[config.mk]
export PLATFORM = sky130hd
export DESIGN_NAME = fifo_line_rd_stream
export DESIGN_NICKNAME = d
export VERILOG_FILES = /design/src/rtl/fifo_line_rd_stream.sv
export SDC_FILE = /design/constraint.sdc
export NUM_CORES = 1
export LEC_CHECK = 0
export CORE_AREA = 2 2 77 65
export DETAILED_ROUTE_END_ITERATION = 16
export DIE_AREA = 0 0 79 67
export PLACE_DENSITY = 0.72
export SLEW_MARGIN = 20
export SYNTH_ARGS = -nofsm -noshare
export SYNTH_HDL_FRONTEND = slang
export SYNTH_SLANG_ARGS = --single-unit
[constraint.sdc]
create_clock -name rclk -period 1.9 [get_ports rclk]
set_clock_uncertainty 0.1 [all_clocks]
set_input_delay 0.475 -clock rclk [delete_from_list [all_inputs] [get_ports rclk]]
set_output_delay 0.475 -clock rclk [all_outputs]
set_load 0.01 [all_outputs]
[src/rtl/fifo_line_rd_stream.sv]
// Read-side drain engine: issues FIFO reads, absorbs RAM latency in a small skid
// buffer and presents a valid/ready stream with per-line framing and line counting.
module fifo_line_rd_stream #(
   parameter int c_DATA_WIDTH = 1,
   parameter int c_RD_LATENCY = 1,
   parameter int c_LINE_LEN   = 1280,
   parameter int c_BEAT_WIDTH = 11
) (
   input  logic                    rclk,
   input  logic                    rrst_n,
   input  logic                    rempty,
   output logic                    r_en,
   input  logic [c_DATA_WIDTH-1:0] rdata,
   input  logic                    frame_start,
   output logic                    m_valid,
   input  logic                    m_ready,
   output logic [c_DATA_WIDTH-1:0] m_data,
   output logic                    m_last,
   output logic                    line_done,
   output logic [15:0]             line_cnt
);

   localparam int c_DEPTH = c_RD_LATENCY + 2;
   localparam int c_PTR_W = $clog2(c_DEPTH);
   localparam int c_CNT_W = $clog2(c_DEPTH + 1);
   localparam logic [c_PTR_W-1:0]      c_PTR_LAST  = c_PTR_W'(c_DEPTH - 1);
   localparam logic [c_PTR_W-1:0]      c_PTR_ONE   = c_PTR_W'(1);
   localparam logic [c_CNT_W-1:0]      c_CNT_ONE   = c_CNT_W'(1);
   localparam logic [c_CNT_W:0]        c_OCC_DEPTH = (c_CNT_W + 1)'(c_DEPTH);
   localparam logic [c_BEAT_WIDTH-1:0] c_BEAT_LAST = c_BEAT_WIDTH'(c_LINE_LEN - 1);
   localparam logic [c_BEAT_WIDTH-1:0] c_BEAT_ONE  = c_BEAT_WIDTH'(1);

   function automatic logic [c_CNT_W-1:0] popcount(input logic [c_RD_LATENCY-1:0] v);
      logic [c_CNT_W-1:0] n;
      n = {c_CNT_W{1'b0}};
      for (int i = 0; i < c_RD_LATENCY; i++) begin
         n = n + c_CNT_W'(v[i]);
      end
      return n;
   endfunction

   function automatic logic [c_PTR_W-1:0] ptr_inc(input logic [c_PTR_W-1:0] p);
      return (p == c_PTR_LAST) ? {c_PTR_W{1'b0}} : p + c_PTR_ONE;
   endfunction

   logic [c_RD_LATENCY-1:0] trk_r;
   logic [c_RD_LATENCY-1:0] trk_nxt_s;
   logic [c_DATA_WIDTH-1:0] skid_r [c_DEPTH];
   logic [c_PTR_W-1:0]      wr_ptr_r;
   logic [c_PTR_W-1:0]      rd_ptr_r;
   logic [c_CNT_W-1:0]      count_r;
   logic [c_CNT_W-1:0]      count_nxt_s;
   logic [c_CNT_W-1:0]      inflight_s;
   logic [c_CNT_W:0]        occ_s;
   logic [c_BEAT_WIDTH-1:0] beat_r;
   logic [c_BEAT_WIDTH-1:0] beat_nxt_s;
   logic [15:0]             line_cnt_r;
   logic [15:0]             line_cnt_nxt_s;
   logic                    line_done_r;
   logic                    line_done_nxt_s;
   logic                    push_s;
   logic                    pop_s;

   // Reads in flight plus buffered words never exceed the skid depth, so no overflow.
   assign inflight_s = popcount(trk_r);
   assign occ_s      = {1'b0, count_r} + {1'b0, inflight_s};
   assign r_en       = rrst_n && !rempty && (occ_s < c_OCC_DEPTH);
   assign push_s     = trk_r[c_RD_LATENCY-1];
   assign pop_s      = m_valid && m_ready;
   assign trk_nxt_s  = (trk_r << 1'b1) | c_RD_LATENCY'(r_en);

   assign m_valid   = (count_r != {c_CNT_W{1'b0}});
   assign m_data    = skid_r[rd_ptr_r];
   assign m_last    = m_valid && (beat_r == c_BEAT_LAST);
   assign line_done = line_done_r;
   assign line_cnt  = line_cnt_r;

   // Skid occupancy next state from push/pop.
   always_comb begin
      count_nxt_s = count_r;
      case ({push_s, pop_s})
         2'b10:   count_nxt_s = count_r + c_CNT_ONE;
         2'b01:   count_nxt_s = count_r - c_CNT_ONE;
         default: count_nxt_s = count_r;
      endcase
   end

   // Beat/line framing next state; frame_start wins over a simultaneous pop.
   always_comb begin
      beat_nxt_s      = beat_r;
      line_cnt_nxt_s  = line_cnt_r;
      line_done_nxt_s = 1'b0;
      if (frame_start) begin
         beat_nxt_s     = {c_BEAT_WIDTH{1'b0}};
         line_cnt_nxt_s = 16'd0;
      end else if (pop_s) begin
         if (beat_r == c_BEAT_LAST) begin
            beat_nxt_s      = {c_BEAT_WIDTH{1'b0}};
            line_cnt_nxt_s  = line_cnt_r + 16'd1;
            line_done_nxt_s = 1'b1;
         end else begin
            beat_nxt_s = beat_r + c_BEAT_ONE;
         end
      end else begin
         beat_nxt_s = beat_r;
      end
   end

   // Control state: tracker, pointers, occupancy and framing counters.
   always_ff @(posedge rclk or negedge rrst_n) begin
      if (!rrst_n) begin
         trk_r       <= {c_RD_LATENCY{1'b0}};
         wr_ptr_r    <= {c_PTR_W{1'b0}};
         rd_ptr_r    <= {c_PTR_W{1'b0}};
         count_r     <= {c_CNT_W{1'b0}};
         beat_r      <= {c_BEAT_WIDTH{1'b0}};
         line_cnt_r  <= 16'd0;
         line_done_r <= 1'b0;
      end else begin
         trk_r       <= trk_nxt_s;
         count_r     <= count_nxt_s;
         beat_r      <= beat_nxt_s;
         line_cnt_r  <= line_cnt_nxt_s;
         line_done_r <= line_done_nxt_s;
         if (push_s) begin
            wr_ptr_r <= ptr_inc(wr_ptr_r);
         end
         if (pop_s) begin
            rd_ptr_r <= ptr_inc(rd_ptr_r);
         end
      end
   end

   // Skid storage is data-only; validity comes from count_r.
   always_ff @(posedge rclk) begin
      if (push_s) begin
         skid_r[wr_ptr_r] <= rdata;
      end
   end

endmodule

After elaboration in Yosys (flattened, before gate mapping):

Memory sizes are Yosys's and may differ from the RTL's.
Index checks and enable logic that the tools add are counted.

* RAM bits: 3
* bits of input ports: 6
* logic and storage cells: 45
* register bits: 35
* memories kept: 1

Memory list
* skid_r: depth 3, bits a word 1, rd ports 1, clocked after memory_dff 0, write ports 1, line 48 `logic [c_DATA_WIDTH-1:0] skid_r [c_DEPTH];`

* muxes and demuxes: 14
* equality and inequality tests: 5
* add/sub/neg operators: 7
* reductions and logical operators: 10
* $lt $le $gt $ge: 1

Operator list (number)
* 16-bit two-way mux: 3
* 11-bit two-way mux: 3
* 16-bit by 1-bit adder with 16-bit output, second input constant: 1
* 11-bit by 1-bit adder with 11-bit output, second input constant: 1
* 11-bit == test, second input constant: 1
* 2-bit nonzero test: 4
* 2-bit by 1-bit adder with 2-bit output, second input constant: 3
* 2-bit == test, second input constant: 3
* 1-bit two-way mux: 5
* 1-bit logical AND: 4
* 2-bit two-way mux: 2
* 2-bit case mux with 2 select lines: 1
* 2-bit by 1-bit adder with 3-bit output: 1
* 3-bit by 2-bit less-than comparator with 1-bit output, second input constant: 1
* 2-bit by 1-bit == test with 1-bit output, second input constant: 1
* 2-bit AND reduction: 1
* 2-bit by 1-bit subtractor with 2-bit output, second input constant: 1
* 1-bit logical NOT: 1

Logic depth before layout (Yosys ltp):

Gate-level depths: netlist of run 1.

* depth in word-level cells: 4
* mapped depth: 7

Least setup slack after synthesis of run 1:

No wires, ideal clock.

* kind: reg2out
* from: register count_r[0]
* to: output port r_en
* stages on the path, launching flop included: 4
* slack: -363 ps
* buffers on the path: 0
* arrival time: 1688 ps
* cells stage by stage: dfrtp_1 > ha_1 > ha_1 > a2111oi_0

* word-level cells in the longest chain between the ends: 3

Ends and longest elaborated chain
* start, declared: line 51 `logic [c_CNT_W-1:0] count_r;`
* start signal, assigned: line 115 `count_r <= {c_CNT_W{1'b0}};`
* start signal, assigned: line 121 `count_r <= count_nxt_s;`
* 2-bit by 1-bit adder with 3-bit output: line 66 `assign occ_s = {1'b0, count_r} + {1'b0, inflight_s};`
* 3-bit by 2-bit less-than comparator with 1-bit output: line 67 `assign r_en = rrst_n && !rempty && (occ_s < c_OCC_DEPTH);`
* 1-bit logical AND: line 67
* end, declared: line 12 `output logic r_en,`

Every way passes these cells.

Worst setup path in the final report of run 1:

* from: register trk_r, in the netlist push_s
* to: output port r_en

* word-level cells in the longest chain between the ends: 3

Ends and longest elaborated chain
* start, declared: line 46 `logic [c_RD_LATENCY-1:0] trk_r;`
* start signal, assigned: line 112 `trk_r <= {c_RD_LATENCY{1'b0}};`
* start signal, assigned: line 120 `trk_r <= trk_nxt_s;`
* 2-bit by 1-bit adder with 3-bit output: line 66
* 3-bit by 2-bit less-than comparator with 1-bit output: line 67
* 1-bit logical AND: line 67

Every way passes these cells.

==> flow_metrics.py, run 1 <==
metrics = {
    "clock_tree": {
        "cts.sinks": 38,
        "cts_buffers": 5,
        "cts.clk_slew.worst_paths_ns": 0.07,
        "cts_tree": "done",
        "h-tree-depth": 2,
        "root_buffer": "clkbuf_8",
        "cts_buffer_depth": 2,
        "clkLatencyLatePin_ns": 0.29,
    },
    "layout": {
        "syn2layout_area_growth_pct": 52.5,
        "num_antenna_cells": 0,
        "nFillCells": 357,
        "seqCellArea_um2": 966,
        "multi_input_comb_area_mm2": 0.00113,
        "drive_above_1_share_pct": 36.1,
        "final_net_count": 287,
        "mostFrequentLayoutCell": "buf_4",
        "final_cell_mix": "48 x buf_4, 35 x dfrtp_1, 14 x clkdlybuf4s50_1, 11 x nand2_1, 11 x nor2_1",
    },
    "setup_path": {
        "reg2regPathDepth": 5,
        "r2r_start": "beat_r[8]",
        "cp_max_fo": 2,
        "worstPathRequired_ns": 1.32,
        "critical_path_class": "flop to output port",
        "cp_slowest_cell": "dfrtp_1",
        "crit_buf_inv": 1,
        "end_kind": "output port",
        "start_kind": "flop",
        "worstPathArrival_ns": 1.56,
        "reg2reg_setup_slack_ns": -0.02,
        "max_stage_delay_ns": 0.38,
        "crit_chain": "ha_2 > ha_4 > a2111oi_4 > buf_2",
        "r2r-end": "line_cnt[15]",
        "cp-startpoint": "push_s",
        "critPathTopFamily": "adder cells",
    },
    "synth": {
        "synthAdderAreaFrac_pct": 3.17,
        "synth-xor-area-share_pct": 5.78,
        "syn_area_per_cell_um2": 10.3,
        "synth.area.top_cells": "dfrtp_1 44%, edfxtp_1 4.6%, ha_1 3.2%",
        "synthSimpleGateAreaFrac_pct": 25.0,
        "synth.distinct_cells": 45,
        "synth_compound_area_share_pct": 10.5,
        "synth_area_mm2": 0.00197,
        "ys_ff_latch": 38,
        "synth_top_area_cell": "dfrtp_1",
        "synthMuxAreaShare_pct": 3.43,
        "synthCells": 192,
        "yosys.area.top_type_share_pct": 44.4,
        "seq_area_frac_synth_pct": 49.0,
        "synthFlopType": "dfrtp_1",
        "async_flop_share_pct": 92.1,
        "synth_top_family_by_area": "simple AND/OR/NAND/NOR gates",
        "syn_nets": 203,
        "ys_warn_count": 0,
        "synth_edf_count": 3,
    },
    "floorplanning": {
        "die_area_mm2": 0.00529,
        "core_area_mm2": 0.00446,
        "rows": 22,
        "fp.dieW_um": 79,
        "ios": 27,
        "die_h_um": 67,
        "initial_core_util_pct": 44.2,
    },
    "placed_design": {
        "io_buffers": 26,
        "gp_congestion": 0.804,
        "dp_hpwl_um": 3240,
    },
    "route": {
        "drt_iter0_drc": 68,
        "dr_total_vias": 1788,
        "drcViolationCount": 0,
        "ant_nets": 0,
        "wl_per_cell_um": 14.5,
        "finalWirelength_um": 4880,
        "drt-vias-per-instance": 5.31,
        "firstDrtPassIters": 4,
    },
    "timing": {
        "final_hold_viol_count": 0,
        "finalSetupViolCount": 3,
        "rsz0062_at_grt": "yes",
        "drv_slew": 0,
        "max_freq_mhz": 469,
        "fin_crit_sh_pct": 112,
        "tns_ns": -0.340,
        "setup_slack_ns": -0.233,
        "slew_headroom_pct": 69.0,
        "tightest_slew_ns": 0.465,
        "period_needed_ns": 2.13,
    },
    "power_and_ir_drop": {
        "power.density_mw_per_mm2": 735,
        "peakVddDrop_v": 0.000635,
        "power_leakage_nw": 1.38,
        "power.total_mw": 2.21,
    },
    "global_route": {
        "antenna_found_initial": 0,
        "grt_use_total_pct": 19.7,
        "grt_max_degree": 36,
        "grt_pass1_wl_um": 8020,
        "grt_pass1_vias": 1776,
        "grt_overflow": 0,
    },
    "status": {
        "status": "finished, violations left",
        "violations": "negative setup slack",
    },
    "run": {
        "cap_violations": 0,
    },
    "min_path": {
        "hp-class": "input port to async pin",
    },
}
how the worst max path moves through the flow:
stage	endpoint	slack [ns]	cells after the start
after floorplan	line_cnt[5]	0.003	5
after global placement	r_en	-0.71	4
after detailed placement	r_en	-0.72	4
after CTS	r_en	-0.30	4
after global routing	r_en	-0.31	4
final	r_en	-0.23	4
state kept, by name (all words and copies together), names as in the netlist:
register   count
rd_ptr_r       2
wr_ptr_r       2
skid_r         3
line_done      1
push_s         1
beat_r        11
line_cnt      16
count_r        2
where the power goes:
group / internal, mW / switching, mW
clock network: 0.261 / 0.273
logic: 0.373 / 0.321
registers: 0.906 / 0.0749
cell type report:
class,count,area share (%)
multi-input combinational,140,37.5
sequential,38,32.1
timing repair buffer,83,24.2
clock buffer,8,2.66
tap,60,2.50
inverter,8,0.999
per-stage QoR:
| stage | cells | instance area, um^2 | utilization [%] | hold WS (ns) | setup slack [ns] |
|---|---|---|---|---|---|
| floorplan | 192 | 1990 | - | 0.0794 | 0.00334 |
| global placement | 316 | 2630 | 58.9 | 0.404 | -0.707 |
| detailed placement | 316 | 2630 | 58.9 | 0.410 | -0.722 |
| CTS | 327 | 2760 | 61.8 | 0.425 | -0.299 |
| global route | 337 | 3010 | 67.4 | 0.434 | -0.308 |
| finish | 337 | 3010 | 67.4 | 0.406 | -0.233 |
synthesized netlist by cell type (6+ instances only):
cell	instances
xor2_1	6
xnor2_1	7
dfrtp_1	35
nor3_1	7
nand3_1	10
nor2_1	11
o21ai_0	6
nand2_1	11
o31ai_1	6
inv_1	7
a21oi_1	12
or4_1	7
nand4_1	6
per-layer routing:
layer  global-route usage, %  wire length (um)  part of all wire [%]  vias to the layer above
met3                    5.69               237                   4.9                        4
li1                        -                 -                     -                      874
met4                    4.09                29                  0.59                        0
met2                    33.1              2380                    49                       41
met1                    25.6              2230                    46                      869
met5                       0                 0                     0                        -
cell families (layout without fill, tap and decap cells):
family	count (synthesis)	count (layout)
AO/OA/AOI/OAI	33	33
XOR/XNOR	13	13
adder cells (fa/ha/maj)	5	5
buffers and inverters	14	99
flip-flops	38	38
multiplexers	6	6
AND/OR/NAND/NOR	83	83
repair_timing:
action / in CTS / in global routing
setup endpoints to repair: 8 / 25
resized for setup: 23 / 41
pin swaps: 4 / 13
hold buffers: 0 / 0
setup buffers: 3 / 11
(Power assumes the default switching activity.)
==> run 2, diff against run 1 <==
--- a/config.mk
+++ b/config.mk
@@ -5,9 +5,10 @@
 export SDC_FILE = /design/constraint.sdc
 export NUM_CORES = 1
 export LEC_CHECK = 0
-export CORE_AREA = 2 2 77 65
+export CAP_MARGIN = 0
+export CORE_AREA = 4 4 79 67
 export DETAILED_ROUTE_END_ITERATION = 16
-export DIE_AREA = 0 0 79 67
+export DIE_AREA = 0 0 83 71
 export PLACE_DENSITY = 0.72
 export SLEW_MARGIN = 20
 export SYNTH_ARGS = -nofsm -noshare
==> flow_metrics.py, run 2 (synthesis gave the netlist of run 1 again) <==
metrics = {
    "timing": {
        "fin_crit_sh_pct": 112,
        "final_hold_viol_count": 0,
        "rsz0062_at_grt": "yes",
        "finalSetupViolCount": 3,
        "tightest_slew_ns": 0.442,
        "slew_headroom_pct": 70.6,
        "drv_slew": 0,
        "setup_slack_ns": -0.230,
        "max_freq_mhz": 470,
        "period_needed_ns": 2.13,
    },
    "route": {
        "drt-vias-per-instance": 5.44,
        "ant_nets": 0,
        "drt_iter0_drc": 99,
        "dr_total_vias": 1824,
        "firstDrtPassIters": 4,
        "drcViolationCount": 0,
        "wl_per_cell_um": 14.9,
        "finalWirelength_um": 5000,
    },
    "setup_path": {
        "critPathTopFamily": "adder cells",
        "end_kind": "output port",
        "start_kind": "flop",
        "reg2regPathDepth": 5,
        "cp_num_cells": 4,
        "cp_max_fo": 2,
        "r2r_start": "beat_r[8]",
        "worstPathArrival_ns": 1.55,
        "max_stage_delay_ns": 0.38,
        "crit_chain": "ha_2 > ha_4 > a2111oi_4 > buf_2",
        "cp_slowest_cell": "dfrtp_1",
        "r2r-end": "line_cnt[15]",
        "crit_buf_inv": 1,
        "worstPathRequired_ns": 1.32,
        "critical_path_class": "flop to output port",
        "reg2reg_setup_slack_ns": -0.05,
    },
    "clock_tree": {
        "root_buffer": "clkbuf_8",
        "cts_buffer_depth": 2,
        "cts.sinks": 38,
        "clkLatencyLatePin_ns": 0.29,
        "cts_tree": "done",
        "cts_buffers": 5,
        "cts.clk_slew.worst_paths_ns": 0.07,
        "h-tree-depth": 2,
    },
    "layout": {
        "syn2layout_area_growth_pct": 50.3,
        "multi_input_comb_area_mm2": 0.00111,
        "drive_above_1_share_pct": 34.5,
        "num_antenna_cells": 0,
        "seqCellArea_um2": 966,
        "final_cell_mix": "50 x buf_4, 35 x dfrtp_1, 11 x nand2_1, 11 x a21oi_1, 11 x clkdlybuf4s50_1",
        "largest_reg_flops": 16,
        "mostFrequentLayoutCell": "buf_4",
        "final_cells": 335,
        "final_net_count": 285,
        "nFillCells": 360,
    },
    "power_and_ir_drop": {
        "power.density_mw_per_mm2": 724,
        "power.total_mw": 2.14,
        "power_leakage_nw": 1.44,
        "peakVddDrop_v": 0.000742,
    },
    "global_route": {
        "grt_pass1_wl_um": 8290,
        "grt_overflow": 0,
        "grt_pass1_vias": 1786,
        "antenna_found_initial": 0,
        "grt_use_total_pct": 17.5,
        "grt_max_degree": 36,
    },
    "floorplanning": {
        "core_area_mm2": 0.00446,
        "rows": 22,
        "fp.dieW_um": 83,
        "initial_core_util_pct": 44.2,
        "ios": 27,
        "die_area_mm2": 0.00589,
        "die_h_um": 71,
    },
    "status": {
        "status": "finished, violations left",
        "violations": "negative setup slack",
    },
    "run": {
        "cap_violations": 0,
    },
    "placed_design": {
        "dp_cells": 319,
        "dp_hpwl_um": 3400,
        "gp_congestion": 0.801,
        "dp_slack_ns": -0.711,
        "io_buffers": 26,
    },
    "min_path": {
        "hp-class": "input port to async pin",
    },
}
run 2: cell types whose count changed in the layout (fill, tap and decap cells not counted), moves of 3 or more:
cell | before | now
dlymetal6s2s_1 | 6 | 9
or4_4 | 5 | 2
or4_1 | 3 | 6
buf_6 | 9 | 5
clkdlybuf4s50_1 | 14 | 11
run 2: worst reg2reg max path, cell delays in order (launching register included):
cell and delay, ns:
dfrtp_1 0.39, and4bb_2 0.34, buf_6 0.12, nand2_4 0.05
or4_4 0.53, mux2_4 0.30
run 2: layout make-up:
class                      instances  area share [%]
multi-input combinational        140            37.4
sequential                        38            32.6
timing repair buffer              81            23.7
tap                               60            2.53
clock buffer                       6            2.45
inverter                           8            1.01
clock inverter                     2           0.296
run 2: power by group:
group	internal, mW	total, mW	switching, mW	leakage (nW)
Clock	0.252	0.530	0.278	0.0426
Sequential	0.906	0.973	0.0667	0.504
Combinational	0.322	0.642	0.319	0.894
Total	1.48	2.14	0.664	1.44
run 2: stage by stage:
step | hold WS, ns | instance area (um^2) | setup TNS [ns] | utilization, %
CTS | 0.403 | 2860 | -0.452 | 64.2
global route | 0.438 | 2960 | -0.887 | 66.4
detailed placement | 0.416 | 2650 | -6.12 | 59.4
global placement | 0.405 | 2650 | -5.31 | 59.4
floorplan | 0.0794 | 1990 | 0 | -
finish | 0.369 | 2960 | -0.463 | 66.4
run 2: routing by layer:
| metal | track usage, % | share of wire (%) | vias to the layer above |
|---|---|---|---|
| met4 | 6.53 | 1.4 | 0 |
| met5 | 0 | 0 | - |
| met3 | 4.66 | 5.4 | 9 |
| met1 | 22.9 | 44 | 891 |
| met2 | 27.9 | 49 | 48 |
| li1 | - | - | 876 |
run 2: repair_timing:
action	CTS	global route
hold buffers	0	0
cloned	0	0
pin swaps	9	9
setup buffers	7	5
resized for setup	30	23
endpoints found under the setup margin	8	31
run 2: worst max-delay path by stage:
| stage | startpoint | to |
|---|---|---|
| after floorplan | beat_r[0] | line_cnt[5] |
| after global placement | rrst_n | r_en |
| after detailed placement | rrst_n | r_en |
| after CTS | count_r[0] | r_en |
| after global routing | count_r[0] | r_en |
| final | push_s | r_en |
